==> src/rtl/fp_pkg.sv <==
// Shared definitions for floating-point unit arbiters: format constants,
// sequencer state encoding and the round-robin picker.
package fp_pkg;

  localparam int FP_W  = 32;
  localparam int MAX_N = 8;
  localparam logic [FP_W-1:0] QNAN = 32'h7FC0_0000;

  typedef enum logic [2:0] {
    IDLE  = 3'd0,
    START = 3'd1,
    OPA   = 3'd2,
    OPB   = 3'd3,
    WAIT  = 3'd4,
    RESP  = 3'd5
  } fpState_t;

  // First set bit at or after ptr, wrapping. Unused upper request bits must be
  // zero, which makes a modulo-8 wrap equivalent to a modulo-N wrap.
  function automatic logic [2:0] rr_pick(input logic [MAX_N-1:0] req,
                                         input logic [2:0] ptr);
    logic [2:0] idx;
    rr_pick = ptr;
    for (int k = MAX_N - 1; k >= 0; k--) begin
      idx = ptr + 3'(k);
      if (req[idx]) rr_pick = idx;
    end
  endfunction

endpackage

==> src/rtl/fpmult_arbiter.sv <==
// Round-robin arbiter and sequencer sharing one serial-operand FP multiplier
// among N requesters; all outputs are registered Moore outputs.
module fpmult_arbiter
  import fp_pkg::*;
#(
  parameter int N       = 4,
  parameter int TIMEOUT = 255
) (
  input  logic              clk,
  input  logic              rst,
  input  logic [N-1:0]      req,
  input  logic [FP_W*N-1:0] opA,
  input  logic [FP_W*N-1:0] opB,
  output logic [N-1:0]      done,
  output logic [FP_W-1:0]   result,
  output logic              err,
  output logic              busy,
  output logic [FP_W-1:0]   mul_inBus,
  output logic              mul_startFP,
  input  logic [FP_W-1:0]   mul_resBus,
  input  logic              mul_doneFP,
  output fpState_t          stateDbg
);

  // Requester handshake: req[i] is held with stable operands until the
  // single-cycle done[i] pulse; the requester must drop req[i] the cycle after.
  localparam logic [2:0]  LAST_IDX = 3'(N - 1);
  localparam logic [15:0] CNT_LAST = 16'(TIMEOUT - 1);

  fpState_t        state, stateNext;
  logic [2:0]      ptr, ptrNext, gnt, gntNext;
  logic [15:0]     cnt, cntNext;
  logic            flag, flagNext;
  logic [MAX_N-1:0] reqWide;
  logic [FP_W-1:0] resultNext, busNext;
  logic [N-1:0]    doneNext;
  logic            startNext, errNext, busyNext;

  always_comb begin
    reqWide = '0;
    reqWide[N-1:0] = req;
  end

  always_comb begin
    stateNext  = state;
    gntNext    = gnt;
    ptrNext    = ptr;
    cntNext    = cnt;
    flagNext   = flag;
    resultNext = result;

    case (state)
      IDLE: begin
        if (|req) begin
          gntNext   = rr_pick(reqWide, ptr);
          stateNext = START;
        end
      end
      START: stateNext = OPA;
      OPA:   stateNext = OPB;
      OPB: begin
        cntNext   = '0;
        stateNext = WAIT;
      end
      WAIT: begin
        // A done arriving on the timeout cycle still wins over the timeout.
        if (mul_doneFP) begin
          resultNext = mul_resBus;
          stateNext  = RESP;
        end else begin
          cntNext = cnt + 16'd1;
          if (cnt == CNT_LAST) begin
            resultNext = QNAN;
            flagNext   = 1'b1;
            stateNext  = RESP;
          end
        end
      end
      RESP: begin
        ptrNext   = (gnt == LAST_IDX) ? 3'd0 : gnt + 3'd1;
        flagNext  = 1'b0;
        stateNext = IDLE;
      end
      default: stateNext = IDLE;
    endcase

    // Output values for the state being entered, registered alongside it.
    startNext = 1'b0;
    busNext   = '0;
    doneNext  = '0;
    errNext   = 1'b0;
    busyNext  = (stateNext != IDLE);
    case (stateNext)
      START: startNext = 1'b1;
      OPA: begin
        for (int i = 0; i < N; i++)
          if (gnt == 3'(i)) busNext = opA[i*FP_W +: FP_W];
      end
      OPB: begin
        for (int i = 0; i < N; i++)
          if (gnt == 3'(i)) busNext = opB[i*FP_W +: FP_W];
      end
      RESP: begin
        for (int i = 0; i < N; i++) doneNext[i] = (gnt == 3'(i));
        errNext = flagNext;
      end
      default: ;
    endcase
  end

  always_ff @(posedge clk) begin
    if (!rst) begin
      state       <= IDLE;
      ptr         <= '0;
      gnt         <= '0;
      cnt         <= '0;
      flag        <= 1'b0;
      result      <= '0;
      done        <= '0;
      err         <= 1'b0;
      busy        <= 1'b0;
      mul_inBus   <= '0;
      mul_startFP <= 1'b0;
    end else begin
      state       <= stateNext;
      ptr         <= ptrNext;
      gnt         <= gntNext;
      cnt         <= cntNext;
      flag        <= flagNext;
      result      <= resultNext;
      done        <= doneNext;
      err         <= errNext;
      busy        <= busyNext;
      mul_inBus   <= busNext;
      mul_startFP <= startNext;
    end
  end

  assign stateDbg = state;

endmodule

==> config.mk <==
export PLATFORM = sky130hd
export DESIGN_NAME = fpmult_arbiter
export DESIGN_NICKNAME = d
export VERILOG_FILES = /design/src/rtl/fp_pkg.sv /design/src/rtl/fpmult_arbiter.sv
export SDC_FILE = /design/constraint.sdc
export NUM_CORES = 1
export LEC_CHECK = 0
export BUFFER_PORTS_ARGS = -buffer_cell sky130_fd_sc_hd__buf_2
export CAP_MARGIN = 20
export CORE_AREA = 2 2 145 147
export CTS_CLUSTER_SIZE = 12
export DETAILED_ROUTE_END_ITERATION = 8
export DIE_AREA = 0 0 147 149
export HOLD_SLACK_MARGIN = 0.06
export MAX_ROUTING_LAYER = met4
export SLEW_MARGIN = 20
export SYNTH_ARGS = -nofsm -noshare
export SYNTH_HDL_FRONTEND = slang
export SYNTH_SLANG_ARGS = --single-unit
==> constraint.sdc <==
create_clock -name clk -period 5.25 [get_ports clk]
set_input_delay 0.525 -clock clk [delete_from_list [all_inputs] [get_ports clk]]
set_output_delay 0.525 -clock clk [all_outputs]
set_load 0.005 [all_outputs]
==> qor.yml, run 1 <==
sta:
  timing.fmax_ghz: 0.369
  hold_viol_final: 0
  worst_slew_pin_slew_ps: 917
  fin_skew_ps: 10.5
  period_needed_ps: 2710
  finalCritPeriodShare_pct: 51.7
  slew_headroom_pct: 38.7
  rsz0062_at_grt: "no"
  finalSetupTns_ps: 0
  finalMaxSlewViolations: 0
  setup_viol: 0
floorplan:
  start_util_pct: 28.5
  rows: 53
  fp.coreArea_sq_mm: 0.0206
  fp.dieArea_sq_mm: 0.0219
  ios: 369
  fp.dieW_microns: 147
  die_h_microns: 149
synthesis:
  syn_nets: 1042
  synth_cells: 739
  ys_types: 49
  netlist_area_sq_mm: 0.00585
  synth-edff-count: 0
  ys_warn_count: 0
  ys_seq_area_share_pct: 33.2
  syn_area_per_cell_sq_um: 7.92
  synthFlopType: "dfxtp_1"
  ys_async_sr_fraction_pct: 0
  ys_ff_latch: 97
power:
  total_power_mw: 2.11
  clkPwrFrac_pct: 33.3
  comb_power_share_pct: 29.6
  p_int_mw: 1.44
  ir_worst_vdd_mv: 0.134
  p_sw_mw: 0.676
  p_leak_nw: 3.56
  switching_share_pct: 32.0
  seq_power_share_pct: 37.1
  power_density_mw_per_mm2: 259
clock_tree:
  postCtsSetupRepairBufs: 0
  cts_tree: "done"
  path_clk_slew_ps: 70
  h-tree-depth: 3
  postCtsHoldBufs: 0
  cts.path.max_buffers: 2
  cts.sinks: 97
  clockRootBuffer: "clkbuf_16"
  cts_resized: 0
  worst_skew_pair.late_latency_ps: 350
  cts_inserted_buffers: 9
global_route:
  antenna_found_initial: 0
  grt_start_max_net_pins: 132
  grt_pass1_vias: 6275
  grt_usage_pct: 21.0
  overflow: 0
  grt_pass1_wl_microns: 34800
critical_path:
  cpPeakStageDelay_ps: 710
  end_kind: "flip-flop"
  worstPathCellList: "inv_1 > ha_1 > or4b_1 > nor4_1 > a31oi_1 > nor2_1 > nand2_1 > nor3b_1"
  critPathKind: "flip-flop to flip-flop"
  cp_max_fo: 13
  arrival_ps: 2970
  reg2reg_depth: 8
  worstSetupStartpointType: "flip-flop"
  reg2reg_from: "cnt[0]"
  cpMaxStageDelayCell: "nor2_1"
  crit_path_start: "cnt[0]"
  worstPathRequired_ps: 5510
routing:
  drc: 0
  vias: 6949
  drt_iter0_markers: 471
  routedWlPerCell_microns: 18.0
  wl_microns: 24000
  m1WireLength_microns: 10300
  wl_met2_microns: 11300
  drt_first_pass_iters: 5
  postRouteAntennaNets: 0
  dr.max_layer_used: "met4"
  routed_via_density: 5.21
  met3_length_microns: 1990
run:
  cap_violations: 0
place:
  port_buffers: 368
  place_congestion: 0.929
  dp_hpwl_microns: 18200
worst_hold_path:
  min_delay_path_depth: 3
  holdCritPathClass: "input port to flip-flop"
  hp-start: "mul_resBus[2]"
layout:
  drive_gt1_share_pct: 39.6
  final_net_count: 1357
  syn_to_final_growth_pct: 39.6
  fin_util_pct: 39.7
  fillers: 2156
outcome:
  status: "complete, no violations"
==> layer usage <==
metal	GRT usage, %	vias up
met4	5.05	0
met5	-	-
li1	-	3385
met2	33.3	324
met1	27.6	3218
met3	4.53	22
==> kinds of logic after synthesis <==
kind of cell,synth area share (%)
AOI/OAI and AO/OA,35.3
and+or+nand+nor,19.3
DFF,33.2
buffers and inverters,5.82
xor gates and xnor gates,2.40
muxes,2.25
adders and majority gates,1.71
==> power by group through the flow <==
stage / combinational (mW) / sequential [mW] / clock, mW
3_5_place_dp: 0.621 / 0.801 / 0
6_report: 0.625 / 0.783 / 0.704
3_3_place_gp: 0.618 / 0.799 / 0
5_1_grt: 0.690 / 0.787 / 0.763
2_1_floorplan: 0.364 / 0.795 / 0
4_1_cts: 0.623 / 0.783 / 0.735
==> flip-flops by register name, indices dropped and copies added, names as in the netlist <==
register and cells:
busy 1, cnt 16, done 4, err 1, flag 1, gnt 3, mul_inBus 32, mul_startFP 1
ptr 3, result 32, stateDbg 3
==> cell usage after synthesis, drive strengths merged (4+ instances only) <==
master    n  share of area (%)
nor3      6               0.51
nor2     50                3.2
nand2    79                5.1
ha        8                1.7
nand4     5               0.53
nor3b     7                1.1
a22oi    56                7.2
a21oi    17                1.5
nor2b    43                4.6
inv       8               0.51
clkbuf   58                3.8
a31oi     5               0.53
buf      16                1.5
dfxtp    97                 33
o21ai   136                 12
and3      9               0.96
nand3    11                1.0
mux4      4                1.5
and2      4               0.47
o221a     9                1.7
a221o    65                 11
xor2     13                1.9
==> metrics by stage <==
stage	instance area, sq um	hold WS, ps	instances	setup WS (ps)
finish	8170	435	1335	2540
global route	8160	426	1334	2230
CTS	8150	418	1333	2410
detailed placement	7830	499	1317	2430
global placement	7830	496	1317	2510
floorplan	5850	466	739	2900
==> area by class of cell <==
type,instances,area [sq um],share of cell area (%)
inverter,8,30.0,0.368
tap,275,344,4.21
antenna,1,2.50,0.0306
clock inverter,7,91.3,1.12
clock buffer,9,225,2.76
multi-input combinational,560,3610,44.2
sequential,97,1940,23.8
timing repair buffer,378,1920,23.6
==> path summary, 6_finish.rpt <==
path	endpoint	slack (ps)
setup / recovery	done[0]	2540
hold reg to reg	cnt[14]	520
hold / removal	result[2]	430
setup reg to reg	done[0]	2540
==> worst max-delay path: cells and delay by family (launching register included) <==
kind	cells	cell delay, ps
compound gates	1	150
fa+ha+maj	1	140
buf+inv	1	70
flops	1	360
simple gates	5	1910
==> placed cells by master (no fill, tap or decap), types with 3 or more instances in the layout <==
cell type  netlist  routed
buf_2            5     368
o21ai_0        136     136
dfxtp_1         97      97
nand2_1         79      79
a221o_1         65      65
a22oi_1         56      56
nor2_1          50      50
nor2b_1         43      40
a21oi_1         17      17
xor2_1          13      13
nand3_1         10      10
and3_1           9       9
o221a_2          9       9
clkbuf_16        0       9
inv_1            8       8
ha_1             8       8
buf_4            0       8
nor3_1           6       6
a31oi_1          5       5
nand4_1          5       5
mux4_2           4       4
inv_8            0       4
nor3b_2          0       3
nor2b_4          0       3
nand3b_1         3       3
nor3b_1          6       3
mux2i_1          3       3
xnor2_1          3       3
Power figures use the tool's default switching activity.
==> inputs of run 2 (changes only) <==
==> constraint.sdc (replaced) <==
create_clock -name clk -period 2.7 [get_ports clk]
set_input_delay 0.27 -clock clk [delete_from_list [all_inputs] [get_ports clk]]
set_output_delay 0.27 -clock clk [all_outputs]
set_load 0.005 [all_outputs]
==> qor.yml, run 2 (synthesis gave the netlist of run 1 again) <==
outcome:
  status: "complete, no violations"
critical_path:
  r2r_end: "mul_inBus[21]"
  critPathKind: "flip-flop to flip-flop"
  worstSetupStartpointType: "flip-flop"
  reg2reg_from: "gnt[0]"
  arrival_ps: 2770  # -200 ps
  reg2reg_depth: 9  # +1
  cp_max_fo: 39  # +26
  worstPathRequired_ps: 2990  # -2520 ps
  end_kind: "flip-flop"
  r2r_slack_ps: 220  # -2320 ps
clock_tree:
  postCtsHoldBufs: 0  # unchanged
  cts_tree: "done"
  path_clk_slew_ps: 70  # about the same
  cts.path.max_buffers: 2  # unchanged
  cts.sinks: 97  # unchanged
  cts_resized: 0  # unchanged
  worst_skew_pair.late_latency_ps: 350  # about the same
  postCtsSetupRepairBufs: 0  # unchanged
  clockRootBuffer: "clkbuf_16"
  h-tree-depth: 3  # unchanged
  cts_inserted_buffers: 9  # unchanged
routing:
  postRouteAntennaNets: 0  # unchanged
  drt_first_pass_iters: 5  # unchanged
  wl_microns: 23900  # -0.42%
  vias: 6955  # +0.086%
  routed_via_density: 5.17  # -0.66%
  routedWlPerCell_microns: 17.8  # -1.2%
  drc: 0  # unchanged
  drt_iter0_markers: 386  # -18%
sta:
  finalMaxSlewViolations: 0  # unchanged
  finalCritPeriodShare_pct: 91.9  # +40 points
  timing.fmax_ghz: 0.403  # +9.3%
  fin_skew_ps: 10.8  # +0.255 ps
  slew_headroom_pct: 32.0  # -6.7 points
  rsz0062_at_grt: "no"
  setup_viol: 0  # unchanged
  hold_ws_ps: 177  # -258 ps
  finalSetupTns_ps: 0  # unchanged
  period_needed_ps: 2480  # -232 ps
  worst_slew_pin_slew_ps: 1020  # +103 ps
  hold_viol_final: 0  # unchanged
layout:
  final_net_count: 1368  # +0.81%
  n_antenna_cell: 0  # -1
  syn_to_final_growth_pct: 42.0
  final_common_cell: "buf_2"
  top_regs: "mul_inBus x32, result x32, cnt x16"
  mostFrequentLayoutCells: "buf_2, o21ai_0, dfxtp_1, nand2_1, a221o_1"
  fillers: 2130  # -1.2%
  drive_gt1_share_pct: 40.2  # +0.62 points
power:
  clkPwrFrac_pct: 31.5  # -1.8 points
  ir_worst_vdd_mv: 0.251  # +87%
  total_power_mw: 4.06  # +92%
  p_sw_mw: 1.31  # +93%
  switching_share_pct: 32.2  # +0.17 points
  power_density_mw_per_mm2: 489  # +89%
  p_leak_nw: 3.63  # +1.9%
  p_int_mw: 2.75  # +92%
  seq_power_share_pct: 37.2  # about the same
  comb_power_share_pct: 31.3  # +1.7 points
place:
  dp_hpwl_microns: 18200  # +0.30%
  port_buffers: 368  # unchanged
  place_congestion: 0.848  # -8.8%
floorplan:
  start_util_pct: 28.5  # unchanged
  fp.dieArea_sq_mm: 0.0219  # unchanged
  die_h_microns: 149  # unchanged
  fp.coreArea_sq_mm: 0.0206  # unchanged
  rows: 53  # unchanged
  ios: 369  # unchanged
  fp.dieW_microns: 147  # unchanged
global_route:
  overflow: 0  # unchanged
  grt_pass1_vias: 6245  # -0.48%
  grt_pass1_wl_microns: 34900  # +0.44%
  grt_start_max_net_pins: 76  # -42%
  grt_usage_pct: 20.9  # -0.11 points
  antenna_found_initial: 1  # +1
run:
  cap_violations: 0  # unchanged
worst_hold_path:
  holdCritPathClass: "input port to flip-flop"
  whs_endpoint: "result[21]"
  hp-start: "mul_resBus[21]"
  min_delay_path_depth: 3  # unchanged
[run 2: changes by cell type in the layout (fill, tap and decap cells not counted), sizes merged]
cell,previous run,this run
clkinvlp,1,2
diode,1,0
buf,378,389
inv,13,11
clkbuf,9,10
clkinv,0,1
bufinv,1,0
[run 2: per-stage QoR]
stage | area (sq um) | std cells | setup slack, ps | util [%]
6_report | 8310 | 1345 | 219 | 40.4
5_1_grt | 8310 | 1345 | 47.7 | 40.4
4_1_cts | 8310 | 1345 | 235 | 40.4
3_5_place_dp | 8010 | 1329 | 255 | 39.0
3_3_place_gp | 8010 | 1329 | 268 | 39.0
2_1_floorplan | 5850 | 739 | 352 | -
[run 2: how the worst max path moves through the flow]
stage | endpoint | startpoint | slack, ps
global route | mul_inBus[21] | gnt[0] | 50
global placement | mul_inBus[21] | gnt[0] | 270
detailed placement | mul_inBus[21] | gnt[0] | 250
CTS | mul_inBus[21] | gnt[0] | 240
finish | mul_inBus[21] | gnt[0] | 220
floorplan | gnt[1] | ptr[1] | 350
[run 2: worst max-delay path, cell delays in order, from the launching register on]
cell,delay (ps)
dfxtp_1,310
inv_1,70
ha_1,180
nor2b_4,810
buf_4,380
a221o_1,140
o21ai_0,70
o21ai_0,230
a22oi_1,100
nor2b_1,110
[run 2: layout make-up]
cell class	instances	area [sq um]	area share, %
tap	275	344	4.14
sequential	97	1940	23.4
timing repair buffer	389	2090	25.1
inverter	8	30.0	0.362
clock buffer	10	239	2.88
multi-input combinational	560	3610	43.4
clock inverter	6	57.6	0.693
[run 2: metal layers]
metal	global-route usage [%]	share of wire, %
met1	27.0	44
met2	33.4	47
met3	5.41	8.4
met4	3.99	1.1
met5	-	0
[run 2: power groups by stage]
| stage | registers, mW | clock network [mW] | logic, mW |
|---|---|---|---|
| floorplan | 1.55 | 0 | 0.707 |
| global placement | 1.55 | 0 | 1.26 |
| detailed placement | 1.55 | 0 | 1.26 |
| CTS | 1.51 | 1.33 | 1.27 |
| global route | 1.52 | 1.39 | 1.39 |
| finish | 1.51 | 1.28 | 1.27 |
==> inputs of run 3 (changes only) <==
--- a/config.mk
+++ b/config.mk
@@ -13,6 +13,7 @@
 export DIE_AREA = 0 0 147 149
 export HOLD_SLACK_MARGIN = 0.06
 export MAX_ROUTING_LAYER = met4
+export PLACE_DENSITY_LB_ADDON = 0.1
 export SLEW_MARGIN = 20
 export SYNTH_ARGS = -nofsm -noshare
 export SYNTH_HDL_FRONTEND = slang
==> qor.yml, run 3 (synthesis gave the netlist of run 1 again) <==
layout:
  syn_to_final_growth_pct: 41.8
  mostFrequentLayoutCells: "buf_2, o21ai_0, dfxtp_1, nand2_1, a221o_1"
  final_common_cell: "buf_2"
  finish.instance_area_sq_mm: 0.00830  # -0.12%
  drive_gt1_share_pct: 40.2  # +0.056 points
  top_regs: "mul_inBus x32, result x32, cnt x16"
  final_net_count: 1369  # +0.073%
  fillers: 2216  # +4.0%
global_route:
  grt_pass1_wl_microns: 35300  # +1.2%
  grt_pass1_vias: 6363  # +1.9%
  antenna_found_initial: 3  # +2
  grt_usage_pct: 21.2  # +0.30 points
  overflow: 0  # unchanged
  grt_start_max_net_pins: 75  # -1.3%
place:
  dp_hpwl_microns: 18500  # +1.8%
  post-place-ws_ps: 376  # +121 ps
  port_buffers: 368  # unchanged
  placed_area_sq_mm: 0.00799  # -0.22%
  place_congestion: 0.901  # +6.2%
sta:
  finalSetupTns_ps: 0  # unchanged
  rsz0062_at_grt: "no"
  finalCritPeriodShare_pct: 86.6  # -5.3 points
  fin_skew_ps: 8.35  # -2.41 ps
  hold_viol_final: 0  # unchanged
  worst_slew_pin_slew_ps: 691  # -329 ps
  layout_setup_ws_ps: 361  # +142 ps
  setup_viol: 0  # unchanged
  hold_ws_ps: 178  # +1.54 ps
  slew_headroom_pct: 53.9  # +22 points
  period_needed_ps: 2340  # -142 ps
  finalMaxSlewViolations: 0  # unchanged
  timing.fmax_ghz: 0.427  # +6.1%
critical_path:
  r2r_slack_ps: 360  # +140 ps
  arrival_ps: 2590  # -180 ps
  end_kind: "flip-flop"
  worstPathCellList: "inv_1 > ha_1 > or4b_1 > nor4_1 > a31oi_1 > or2_1 > buf_4 > a22oi_1 > nor2b_1"
  r2r_end: "result[15]"
  crit_path_end: "result[15]"
  critPathKind: "flip-flop to flip-flop"
  reg2reg_from: "cnt[0]"
  cpMaxStageDelayCell: "or4b_1"
  cpPeakStageDelay_ps: 420  # -390 ps
  worstSetupStartpointType: "flip-flop"
  cp_max_fo: 24  # -38%
  worstPathRequired_ps: 2950  # -40 ps
  reg2reg_depth: 9  # unchanged
  crit_path_start: "cnt[0]"
floorplan:
  rows: 53  # unchanged
  die_h_microns: 149  # unchanged
  ios: 369  # unchanged
  fp.coreArea_sq_mm: 0.0206  # unchanged
  fp.dieArea_sq_mm: 0.0219  # unchanged
  start_util_pct: 28.5  # unchanged
  fp.dieW_microns: 147  # unchanged
run:
  cap_violations: 0  # unchanged
clock_tree:
  cts_inserted_buffers: 9  # unchanged
  cts_resized: 0  # unchanged
  postCtsSetupRepairBufs: 0  # unchanged
  h-tree-depth: 3  # unchanged
  clockRootBuffer: "clkbuf_16"
  path_clk_slew_ps: 80  # about the same
  postCtsHoldBufs: 0  # unchanged
  worst_skew_pair.late_latency_ps: 350  # about the same
  cts.path.max_buffers: 2  # unchanged
  cts.sinks: 97  # unchanged
  cts_tree: "done"
routing:
  drt_first_pass_iters: 5  # unchanged
  drc: 0  # unchanged
  postRouteAntennaNets: 0  # unchanged
  wl_microns: 23900  # about the same
  vias: 6824  # -1.9%
  routed_via_density: 5.06  # -2.2%
  drt_iter0_markers: 288  # -25%
  routedWlPerCell_microns: 17.7  # -0.25%
power:
  ir_worst_vdd_mv: 0.256  # +1.9%
  power_density_mw_per_mm2: 489  # +0.15%
  p_leak_nw: 3.63  # +0.16%
outcome:
  status: "complete, no violations"
worst_hold_path:
  holdCritPathClass: "input port to flip-flop"
-- run 3: cell count changes in the layout (fill, tap and decap cells not counted) --
cell	change
diode_2	+3
inv_8	+2
buf_4	+3
inv_6	-1
clkinv_8	-1
clkinv_4	+2
buf_12	-2
clkinvlp_4	-2
-- run 3: power by group --
part	internal, mW	total (mW)	switching (mW)
combinational	0.590	1.24	0.653
clock	0.675	1.31	0.637
sequential	1.49	1.51	0.0216
total	2.75	4.06	1.31
-- run 3: how the worst min path moves through the flow --
stage,startpoint,end,cells past startpoint
after floorplan,mul_resBus[0],result[0],2
after global placement,cnt[7],cnt[7],2
after detailed placement,cnt[14],cnt[14],2
after CTS,mul_resBus[11],result[11],3
after global routing,mul_resBus[11],result[11],3
final,mul_resBus[27],result[27],2
-- run 3: layer usage --
metal	global-route usage (%)	share of wire, %	vias to the layer above
met5	-	0	-
met4	6.11	2.0	0
met3	4.65	6.7	26
met2	33.8	47	239
met1	27.2	44	3145
li1	-	-	3414
-- run 3: cell type report --
type,count,area [sq um],area share [%]
antenna,3,7.51,0.0905
clock buffer,10,239,2.88
clock inverter,6,57.6,0.694
inverter,8,30.0,0.362
multi-input combinational,560,3610,43.5
sequential,97,1940,23.4
tap,275,344,4.15
timing repair buffer,390,2070,24.9
-- run 3: per-stage QoR --
step / utilization, % / total power [mW] / instances
finish: 40.4 / 4.06 / 1349
global route: 40.4 / 4.30 / 1349
CTS: 40.3 / 4.12 / 1346
detailed placement: 38.9 / 2.79 / 1330
global placement: 38.9 / 2.80 / 1330
floorplan: - / 2.25 / 739
-- run 3: critical path: cells and delay by family (launching register included) --
kind / cells / cell delay, ps
buffers and inverters: 2 / 290
flip-flops: 1 / 360
AND/OR/NAND/NOR: 4 / 1040
AO/OA/AOI/OAI: 2 / 380
adder cells (fa/ha/maj): 1 / 130
